==> src/rtl/gpu_mem_pkg.sv <==
// rtl/gpu_mem_pkg.sv - shared channel states, default widths and helpers for the memory controllers
package gpu_mem_pkg;

  localparam int DEFAULT_ADDR_BITS     = 8;
  localparam int DEFAULT_DATA_BITS     = 8;
  localparam int DEFAULT_NUM_CONSUMERS = 4;
  localparam int DEFAULT_NUM_CHANNELS  = 1;

  typedef logic [2:0] ch_state_t;

  localparam ch_state_t CH_IDLE           = 3'd0;
  localparam ch_state_t CH_READ_WAITING   = 3'd1;
  localparam ch_state_t CH_WRITE_WAITING  = 3'd2;
  localparam ch_state_t CH_READ_RELAYING  = 3'd3;
  localparam ch_state_t CH_WRITE_RELAYING = 3'd4;

  // Index width that stays legal for a single-entry array.
  function automatic int idx_bits(input int n);
    return (n > 1) ? $clog2(n) : 1;
  endfunction

endpackage

==> src/rtl/mem_rr_picker.sv <==
// rtl/mem_rr_picker.sv - circular first-set search starting at ptr, one-hot grant out
module mem_rr_picker
  import gpu_mem_pkg::*;
#(
  parameter int NUM_REQ  = DEFAULT_NUM_CONSUMERS,
  parameter int PTR_BITS = idx_bits(NUM_REQ)
) (
  input  logic [NUM_REQ-1:0]  req,
  input  logic [PTR_BITS-1:0] ptr,
  output logic [NUM_REQ-1:0]  grant,
  output logic                grant_valid,
  output logic [PTR_BITS-1:0] grant_idx
);

  always_comb begin
    int                  sum;
    logic [PTR_BITS-1:0] slot;
    grant       = '0;
    grant_valid = 1'b0;
    grant_idx   = '0;
    sum         = 0;
    slot        = '0;
    for (int i = 0; i < NUM_REQ; i++) begin
      sum = int'(ptr) + i;
      if (sum >= NUM_REQ) sum = sum - NUM_REQ;
      slot = PTR_BITS'(sum);
      if (!grant_valid && req[slot]) begin
        grant_valid = 1'b1;
        grant[slot] = 1'b1;
        grant_idx   = slot;
      end
    end
  end

endmodule

==> src/rtl/data_mem_controller.sv <==
// rtl/data_mem_controller.sv - arbitrates per-thread LSU requests onto NUM_CHANNELS memory channels
module data_mem_controller
  import gpu_mem_pkg::*;
#(
  parameter int ADDR_BITS     = DEFAULT_ADDR_BITS,
  parameter int DATA_BITS     = DEFAULT_DATA_BITS,
  parameter int NUM_CONSUMERS = DEFAULT_NUM_CONSUMERS,
  parameter int NUM_CHANNELS  = DEFAULT_NUM_CHANNELS,
  parameter int WRITE_ENABLE  = 1
) (
  input  logic                                     clk,
  input  logic                                     reset,
  input  logic [NUM_CONSUMERS-1:0]                 consumer_read_valid,
  input  logic [NUM_CONSUMERS-1:0][ADDR_BITS-1:0]  consumer_read_address,
  output logic [NUM_CONSUMERS-1:0]                 consumer_read_ready,
  output logic [NUM_CONSUMERS-1:0][DATA_BITS-1:0]  consumer_read_data,
  input  logic [NUM_CONSUMERS-1:0]                 consumer_write_valid,
  input  logic [NUM_CONSUMERS-1:0][ADDR_BITS-1:0]  consumer_write_address,
  input  logic [NUM_CONSUMERS-1:0][DATA_BITS-1:0]  consumer_write_data,
  output logic [NUM_CONSUMERS-1:0]                 consumer_write_ready,
  output logic [NUM_CHANNELS-1:0]                  mem_read_valid,
  output logic [NUM_CHANNELS-1:0][ADDR_BITS-1:0]   mem_read_address,
  input  logic [NUM_CHANNELS-1:0]                  mem_read_ready,
  input  logic [NUM_CHANNELS-1:0][DATA_BITS-1:0]   mem_read_data,
  output logic [NUM_CHANNELS-1:0]                  mem_write_valid,
  output logic [NUM_CHANNELS-1:0][ADDR_BITS-1:0]   mem_write_address,
  output logic [NUM_CHANNELS-1:0][DATA_BITS-1:0]   mem_write_data,
  input  logic [NUM_CHANNELS-1:0]                  mem_write_ready
);

  localparam int PTR_BITS = idx_bits(NUM_CONSUMERS);
  localparam bit WR_EN    = (WRITE_ENABLE != 0);

  ch_state_t                              ch_state [NUM_CHANNELS];
  logic [PTR_BITS-1:0]                    ch_owner [NUM_CHANNELS];
  logic [NUM_CONSUMERS-1:0]               claimed;
  logic [PTR_BITS-1:0]                    rr_ptr;
  logic [PTR_BITS-1:0]                    rr_ptr_next;
  logic [NUM_CONSUMERS-1:0]               req_mask;
  logic [NUM_CONSUMERS-1:0]               avail      [NUM_CHANNELS+1];
  logic [NUM_CONSUMERS-1:0]               pick_req   [NUM_CHANNELS];
  logic [NUM_CONSUMERS-1:0]               pick_grant [NUM_CHANNELS];
  logic [PTR_BITS-1:0]                    pick_idx   [NUM_CHANNELS];
  logic [NUM_CHANNELS-1:0]                pick_valid;
  logic [NUM_CHANNELS-1:0]                mem_write_valid_q;
  logic [NUM_CHANNELS-1:0][ADDR_BITS-1:0] mem_write_address_q;
  logic [NUM_CHANNELS-1:0][DATA_BITS-1:0] mem_write_data_q;
  logic [NUM_CONSUMERS-1:0]               consumer_write_ready_q;

  assign req_mask = consumer_read_valid | (WR_EN ? consumer_write_valid : '0);
  assign avail[0] = req_mask & ~claimed;

  // Channels pick in ascending order; each one masks its grant from the channels above it.
  for (genvar g = 0; g < NUM_CHANNELS; g++) begin : g_pick
    assign pick_req[g]  = (ch_state[g] == CH_IDLE) ? avail[g] : '0;
    assign avail[g+1]   = avail[g] & ~pick_grant[g];

    mem_rr_picker #(
      .NUM_REQ (NUM_CONSUMERS),
      .PTR_BITS(PTR_BITS)
    ) u_picker (
      .req        (pick_req[g]),
      .ptr        (rr_ptr),
      .grant      (pick_grant[g]),
      .grant_valid(pick_valid[g]),
      .grant_idx  (pick_idx[g])
    );
  end

  always_comb begin
    rr_ptr_next = rr_ptr;
    for (int ch = 0; ch < NUM_CHANNELS; ch++) begin
      if (pick_valid[ch]) begin
        rr_ptr_next = (pick_idx[ch] == PTR_BITS'(NUM_CONSUMERS - 1)) ? '0
                                                                     : pick_idx[ch] + PTR_BITS'(1);
      end
    end
  end

  always_ff @(posedge clk) begin
    if (!reset) begin
      for (int ch = 0; ch < NUM_CHANNELS; ch++) begin
        ch_state[ch] <= CH_IDLE;
        ch_owner[ch] <= '0;
      end
      claimed                <= '0;
      rr_ptr                 <= '0;
      mem_read_valid         <= '0;
      mem_read_address       <= '0;
      mem_write_valid_q      <= '0;
      mem_write_address_q    <= '0;
      mem_write_data_q       <= '0;
      consumer_read_ready    <= '0;
      consumer_read_data     <= '0;
      consumer_write_ready_q <= '0;
    end else begin
      rr_ptr <= rr_ptr_next;
      for (int ch = 0; ch < NUM_CHANNELS; ch++) begin
        case (ch_state[ch])
          CH_IDLE: begin
            if (pick_valid[ch]) begin
              ch_owner[ch]          <= pick_idx[ch];
              claimed[pick_idx[ch]] <= 1'b1;
              if (consumer_read_valid[pick_idx[ch]]) begin
                ch_state[ch]         <= CH_READ_WAITING;
                mem_read_valid[ch]   <= 1'b1;
                mem_read_address[ch] <= consumer_read_address[pick_idx[ch]];
              end else begin
                ch_state[ch]            <= CH_WRITE_WAITING;
                mem_write_valid_q[ch]   <= 1'b1;
                mem_write_address_q[ch] <= consumer_write_address[pick_idx[ch]];
                mem_write_data_q[ch]    <= consumer_write_data[pick_idx[ch]];
              end
            end
          end
          CH_READ_WAITING: begin
            if (mem_read_ready[ch]) begin
              mem_read_valid[ch]                <= 1'b0;
              consumer_read_data[ch_owner[ch]]  <= mem_read_data[ch];
              consumer_read_ready[ch_owner[ch]] <= 1'b1;
              ch_state[ch]                      <= CH_READ_RELAYING;
            end
          end
          CH_WRITE_WAITING: begin
            if (mem_write_ready[ch]) begin
              mem_write_valid_q[ch]                <= 1'b0;
              consumer_write_ready_q[ch_owner[ch]] <= 1'b1;
              ch_state[ch]                         <= CH_WRITE_RELAYING;
            end
          end
          CH_READ_RELAYING: begin
            if (!consumer_read_valid[ch_owner[ch]]) begin
              consumer_read_ready[ch_owner[ch]] <= 1'b0;
              claimed[ch_owner[ch]]             <= 1'b0;
              ch_state[ch]                      <= CH_IDLE;
            end
          end
          CH_WRITE_RELAYING: begin
            if (!consumer_write_valid[ch_owner[ch]]) begin
              consumer_write_ready_q[ch_owner[ch]] <= 1'b0;
              claimed[ch_owner[ch]]                <= 1'b0;
              ch_state[ch]                         <= CH_IDLE;
            end
          end
          default: ch_state[ch] <= CH_IDLE;
        endcase
      end
    end
  end

  // Read-only instances never grant a write, so these collapse to constants.
  assign mem_write_valid      = WR_EN ? mem_write_valid_q      : '0;
  assign mem_write_address    = WR_EN ? mem_write_address_q    : '0;
  assign mem_write_data       = WR_EN ? mem_write_data_q       : '0;
  assign consumer_write_ready = WR_EN ? consumer_write_ready_q : '0;

endmodule

==> config.mk <==
export PLATFORM = sky130hd
export DESIGN_NAME = data_mem_controller
export DESIGN_NICKNAME = d
export VERILOG_FILES = /design/src/rtl/gpu_mem_pkg.sv /design/src/rtl/mem_rr_picker.sv /design/src/rtl/data_mem_controller.sv
export SDC_FILE = /design/constraint.sdc
export NUM_CORES = 1
export LEC_CHECK = 0
export BUFFER_PORTS_ARGS = -buffer_cell sky130_fd_sc_hd__buf_2
export CAP_MARGIN = 20
export CORE_MARGIN = 5
export CORE_UTILIZATION = 52
export CTS_CLUSTER_DIAMETER = 60
export DETAILED_ROUTE_END_ITERATION = 8
export GPL_TIMING_DRIVEN = 0
export PLACE_DENSITY_LB_ADDON = 0.12
export SLEW_MARGIN = 0
export SYNTH_ARGS = -nofsm -noshare
export SYNTH_HDL_FRONTEND = slang
export SYNTH_SLANG_ARGS = --single-unit
==> constraint.sdc <==
create_clock -name clk -period 5.1 [get_ports clk]
set_input_delay 1.02 -clock clk [delete_from_list [all_inputs] [get_ports clk]]
set_output_delay 1.02 -clock clk [all_outputs]
set_load 0.005 [all_outputs]
# == Word level (Yosys, flattened, before mapping) ==
# Memories as Yosys holds them, arrays and structs flattened.
# Index checks and enable logic that the tools add are counted.
# word_totals
regBits,72
mem_bits_rw,5
in_bits,116
out_inout_bits,66
word_cells,198
n_memories,2
# mem_list
memory,words,width,read_ports,rd_clocked_by_memory_dff,write_ports,line,rtl
ch_state,1,3,1,0,1,data_mem_controller.sv:34,ch_state_t ch_state [NUM_CHANNELS];
ch_owner,1,2,1,0,1,data_mem_controller.sv:35,logic [PTR_BITS-1:0] ch_owner [NUM_CHANNELS];
# classes
add_sub_neg,8
magnitude_cmp,12
eq_ne,12
mux,109
n_bitwise,11
n_reduce_logical,31
# ops
operator,count
$mux W1,61
$bmux W8 S2,3
$bwmux W32,1
$mux W4,8
$mux W8,4
$mux W3,7
$reduce_or A3 Y1,7
$mux W2,10
$lt A2 B3 Y1 const B,6
$and A4 B4 Y4,4
$demux W8 S2,1
$or A4 B4 Y4,4
$pmux W4 S2,2
$bmux W1 S2,7
$pmux W4 S3,1
$reduce_and A3 Y1,4
$reduce_and A4 Y1,3
$ne A2 B2 Y1 const B,5
$ge A3 B3 Y1 const B,3
$not A4 Y4,2
$reduce_bool A2 Y1,4
$sub A2 B1 Y2 const B,4
$add A2 B2 Y3 const B,2
$eq A3 B2 Y1 const B,2
18 further kinds,28

# == Longest topological paths before layout ==
# logic_depth
ltp_word,30
ltp_mapped,9
depth_no_buf,8

# == Cells and area by module ==
# From an unflattened synthesis, not the netlist that was laid out.
# unflattened
hier_cells,413
area_unflattened_um2,4108.9
# modules_own_cells
module,instances,cells_each,area_per_inst_um2,seq_area_each_um2
data_mem_controller,1,368,3689.8,1591.5
mem_rr_picker,1,45,419.2,0.0

# == Worst setup path after synthesis ==
# Ideal clock, no wire load.
# synth_path
path_kind,input port to flip-flop
from,in consumer_read_valid[0]
to,reg rr_ptr[1]
setup_ns,0.116
t_arrival_ns,2.724
required_time_ns,4.984
slack_ns,2.260
path_stages,8
cell_sequence,o21ba_2 -> nand2_1 -> o221ai_2 -> a21oi_2 -> clkbuf_1 -> ha_1 -> a21oi_1 -> nor2b_1
# synth_between
elab_chain_cells,17
elab_cells_between_ends,28
cone_classes,1 x add/sub; 1 x eq/ne; 18 x mux; 2 x bitwise; 6 x reduce/logical
# synth_rtl
element,line,rtl
from (decl),data_mem_controller.sv:13,"input logic [NUM_CONSUMERS-1:0] consumer_read_valid,"
$or A4 B4 Y4 (*),data_mem_controller.sv:50,assign req_mask = consumer_read_valid | (WR_EN ? consumer_write_valid : '0);
$and A4 B4 Y4 (*),data_mem_controller.sv:51,assign avail[0] = req_mask & ~claimed;
$mux W4 (*),data_mem_controller.sv:55,assign pick_req[g] = (ch_state[g] == CH_IDLE) ? avail[g] : '0;
$bmux W1 S2,mem_rr_picker.sv:27,if (!grant_valid && req[slot]) begin
$mux W1 (not written as such),mem_rr_picker.sv:27,
$mux W1,mem_rr_picker.sv:27,
$logic_not A1 Y1,mem_rr_picker.sv:27,
$logic_and A1 B1 Y1,mem_rr_picker.sv:27,
[2 not listed],-,
$logic_and A1 B1 Y1,mem_rr_picker.sv:27,
$mux W1,mem_rr_picker.sv:27,
$logic_not A1 Y1,mem_rr_picker.sv:27,
$logic_and A1 B1 Y1,mem_rr_picker.sv:27,
$mux W2 (*),mem_rr_picker.sv:27,
via g_pick[0].u_picker.grant_idx[0],mem_rr_picker.sv:12,output logic [PTR_BITS-1:0] grant_idx
$add A2 B1 Y2 / $eq A2 B2 Y1 (equally long branches),"data_mem_controller.sv:75, data_mem_controller.sv:74",
$mux W2 (*),data_mem_controller.sv:74,rr_ptr_next = (pick_idx[ch] == PTR_BITS'(NUM_CONSUMERS - 1)) ? '0
to (signal assigned),data_mem_controller.sv:97,rr_ptr <= rr_ptr_next;
to (decl),data_mem_controller.sv:37,logic [PTR_BITS-1:0] rr_ptr;
# The timed path passes the listed nets; every way through them passes the cells marked *. The select of a mux whose other input is x is not followed.
# A chain may end at the register's enable or synchronous reset.

# == Final worst setup path ==
# Ends and elaborated chain as after synthesis.

==> flow_summary.json <==
{
  "cts_setup_buffers": 0,
  "core_mm2": 0.00818,
  "cp_slowest_cell": "clkbuf_1",
  "grt_overflow": 0,
  "worst_pin_slew_ps": 942,
  "grt_pass1_vias": 4391,
  "die_area_mm2": 0.0103,
  "finalSetupViolCount": 0,
  "async_reset_ff_share_pct": 0,
  "antenna_cells": 0,
  "via_per_inst": 5.71,
  "fin_crit_sh_pct": 59.6,
  "slew_headroom_pct": 37.0,
  "rows": 33,
  "io_buffers": 181,
  "io_pins": 182,
  "cts_resized": 0,
  "clock_sinks": 77,
  "cp_data_arrival_time_ps": 3290,
  "drt_pass1_iterations": 4,
  "setup_slack_ps": 2060,
  "ys_seq_elements": 77,
  "fin_nets": 776,
  "setup.worst_path.class": "input pin to register",
  "drv_cap": 0,
  "ys_seq_area_share_pct": 36.7,
  "grt_antenna_before_repair": 0,
  "numCtsBuffers": 9,
  "start_kind": "input pin",
  "cts_buffer_depth": 2,
  "worstHoldPathCells": 2,
  "die_x_um": 101,
  "outcome": "complete, no violations",
  "area_growth_pct": 28.2,
  "worstPathCellList": "buf_2, o21ba_2, nand2_1, o221ai_2, a21oi_2, clkbuf_1, ha_1, a21oi_1, nor2b_1",
  "syn-cell-area_mm2": 0.00433,
  "postRouteAntennaNets": 0,
  "drc_errors": 0,
  "die_h_um": 101,
  "grt_pass1_wl_mm": 21.6,
  "cts-root-buf": "clkbuf_8",
  "initial_utilization_pct": 53.0,
  "cp.required_ps": 5350,
  "reg2reg_setup_slack_ps": 2190,
  "rr_endpoint": "rr_ptr[1]",
  "syn_nets": 584,
  "path_clk_slew_ps": 90,
  "grt.total_usage_pct": 26.6,
  "wl_per_cell_um": 17.8,
  "drive_above_1_share_pct": 37.5,
  "dp_hpwl_mm": 11.0,
  "gp_congestion": 0.951,
  "multiInputGateArea_mm2": 0.00256,
  "p_leak_nw": 2.51,
  "ys.warnings.count": 0,
  "hold_viol_final": 0,
  "hold_end": "mem_read_valid",
  "cts_htree_levels": 3,
  "holdBufCountCts": 0,
  "ir_drop_uv": 403,
  "slew_viol_final": 0,
  "min_period_ps": 3040,
  "reg2reg_depth": 7,
  "max_stage_delay_ps": 650,
  "syn_avg_cell_area_um2": 9.34,
  "synth_edf_count": 5,
  "clock_latency_ps": 350,
  "rsz0062_at_grt": "false",
  "synth.distinct_cells": 50,
  "worstHoldPathType": "register to register",
  "finalSetupTns_ps": 0,
  "fillCellCount": 708,
  "r2r_start": "ch_state[0][2]",
  "ys.flop_type": "dfxtp_1",
  "cp-end-kind": "register",
  "grt_max_degree": 17,
  "fmax_mhz": 329,
  "seqCellArea_mm2": 0.00159,
  "pre_cts_ws_ps": 1710,
  "drtIter0Drc": 165,
  "clock_skew_ps": 9.74,
  "syn_inst": 464,
  "hp-start": "mem_read_valid",
  "dr_total_vias": 4377,
  "tritoncts": "done",
  "postRouteWirelength_mm": 13.6,
  "p_per_area_mw_per_mm2": 583,
  "critPathMaxFanout": 11
}
-- layout make-up --
cell class	count	share of cell area [%]
Buffer	33	2.86
Clock buffer	9	2.23
Clock inverter	7	1.13
Inverter	6	0.405
Multi-Input combinational cell	348	46.1
Sequential cell	77	28.6
Tap cell	105	2.36
Timing Repair Buffer	181	16.3
-- worst max path at each step --
stage,start,end,slack (ps),depth (start not counted)
finish,consumer_read_valid[0],rr_ptr[1],2060,9
global route,consumer_read_valid[0],rr_ptr[1],1910,9
CTS,consumer_read_valid[0],rr_ptr[1],2100,9
detailed placement,consumer_read_valid[0],rr_ptr[1],1710,9
global placement,consumer_read_valid[0],rr_ptr[1],1780,9
floorplan,consumer_read_valid[0],rr_ptr[1],2260,8
-- cell usage after synthesis, types with 4 or more instances --
cell type | number | share of area (%)
nor2b_1 | 13 | 1.9
dfxtp_1 | 72 | 33
a21boi_0 | 32 | 5.5
a21oi_1 | 4 | 0.46
a31oi_1 | 5 | 0.72
inv_1 | 4 | 0.35
a221oi_1 | 25 | 5.1
and3_1 | 51 | 7.4
mux2i_1 | 32 | 7.4
a221oi_2 | 24 | 8.3
edfxtp_1 | 5 | 3.5
nor2_1 | 12 | 1.0
ha_1 | 4 | 1.2
o21a_1 | 25 | 4.3
nand3_1 | 6 | 0.69
nand2_1 | 66 | 5.7
o21ai_0 | 12 | 1.4
buf_2 | 7 | 0.81
clkbuf_1 | 21 | 1.8
-- layout by cell type, fill, tap and decap left out, types with 2 or more instances in the layout --
cell type / Yosys / final
nand2_1: 66 / 66
clkinv_4: 0 / 2
o21a_1: 25 / 25
mux2i_1: 32 / 32
o21ai_1: 3 / 3
inv_6: 0 / 3
inv_1: 4 / 4
a31oi_1: 5 / 5
nand3_1: 6 / 6
and3_1: 51 / 51
nor2_1: 12 / 12
nand3b_1: 2 / 2
o31ai_1: 2 / 2
buf_6: 3 / 3
nand2b_1: 3 / 3
and2_1: 3 / 3
buf_2: 7 / 188
a221oi_2: 24 / 24
inv_2: 2 / 2
ha_1: 4 / 4
nor2b_1: 13 / 13
clkbuf_8: 0 / 9
edfxtp_1: 5 / 5
a21boi_0: 32 / 32
o21ai_0: 12 / 12
a21oi_1: 4 / 4
clkbuf_1: 21 / 21
a221oi_1: 25 / 25
o21bai_1: 2 / 2
dfxtp_1: 72 / 72
o221ai_2: 2 / 2
-- worst max-delay path, delay by kind of cell --
family,cells,cell delay (ps)
buf+inv,2,780
fa+ha+maj,1,350
simple gates,2,240
compound gates,4,880
-- stage by stage --
step / hold WS [ps] / instance area, µm² / power [mW] / instances / util (%)
finish: 459 / 5560 / 3.24 / 766 / 68.0
global route: 483 / 5560 / 3.47 / 766 / 68.0
CTS: 460 / 5560 / 3.23 / 766 / 68.0
detailed placement: 446 / 5370 / 2.79 / 750 / 65.7
global placement: 442 / 5370 / 2.73 / 750 / 65.7
floorplan: 448 / 4330 / 2.29 / 464 / -
-- where the power goes --
group          internal (mW)  switching, mW  total, mW
Clock                  0.187          0.259      0.446
Combinational          0.830           1.15       1.98
Sequential             0.731         0.0817      0.813
Total                   1.75           1.49       3.24
-- per-layer routing --
layer	vias to the layer above	part of all wire, %	global-route usage, %
met5	-	0	0
met4	0	2.2	10.3
met3	24	8.0	5.37
met2	195	49	45.3
met1	2027	40	33.0
li1	2131	-	-
-- kinds of logic (layout without fill, tap and decap cells) --
logic type / count (synthesis) / in the layout / synth area share, %
simple gates: 165 / 165 / 20.2
compound gates: 145 / 145 / 29.5
flops: 77 / 77 / 36.7
buf+inv: 39 / 236 / 4.19
mux: 34 / 34 / 8.17
fa+ha+maj: 4 / 4 / 1.16
Note: power is estimated with default switching activity, not from simulation.
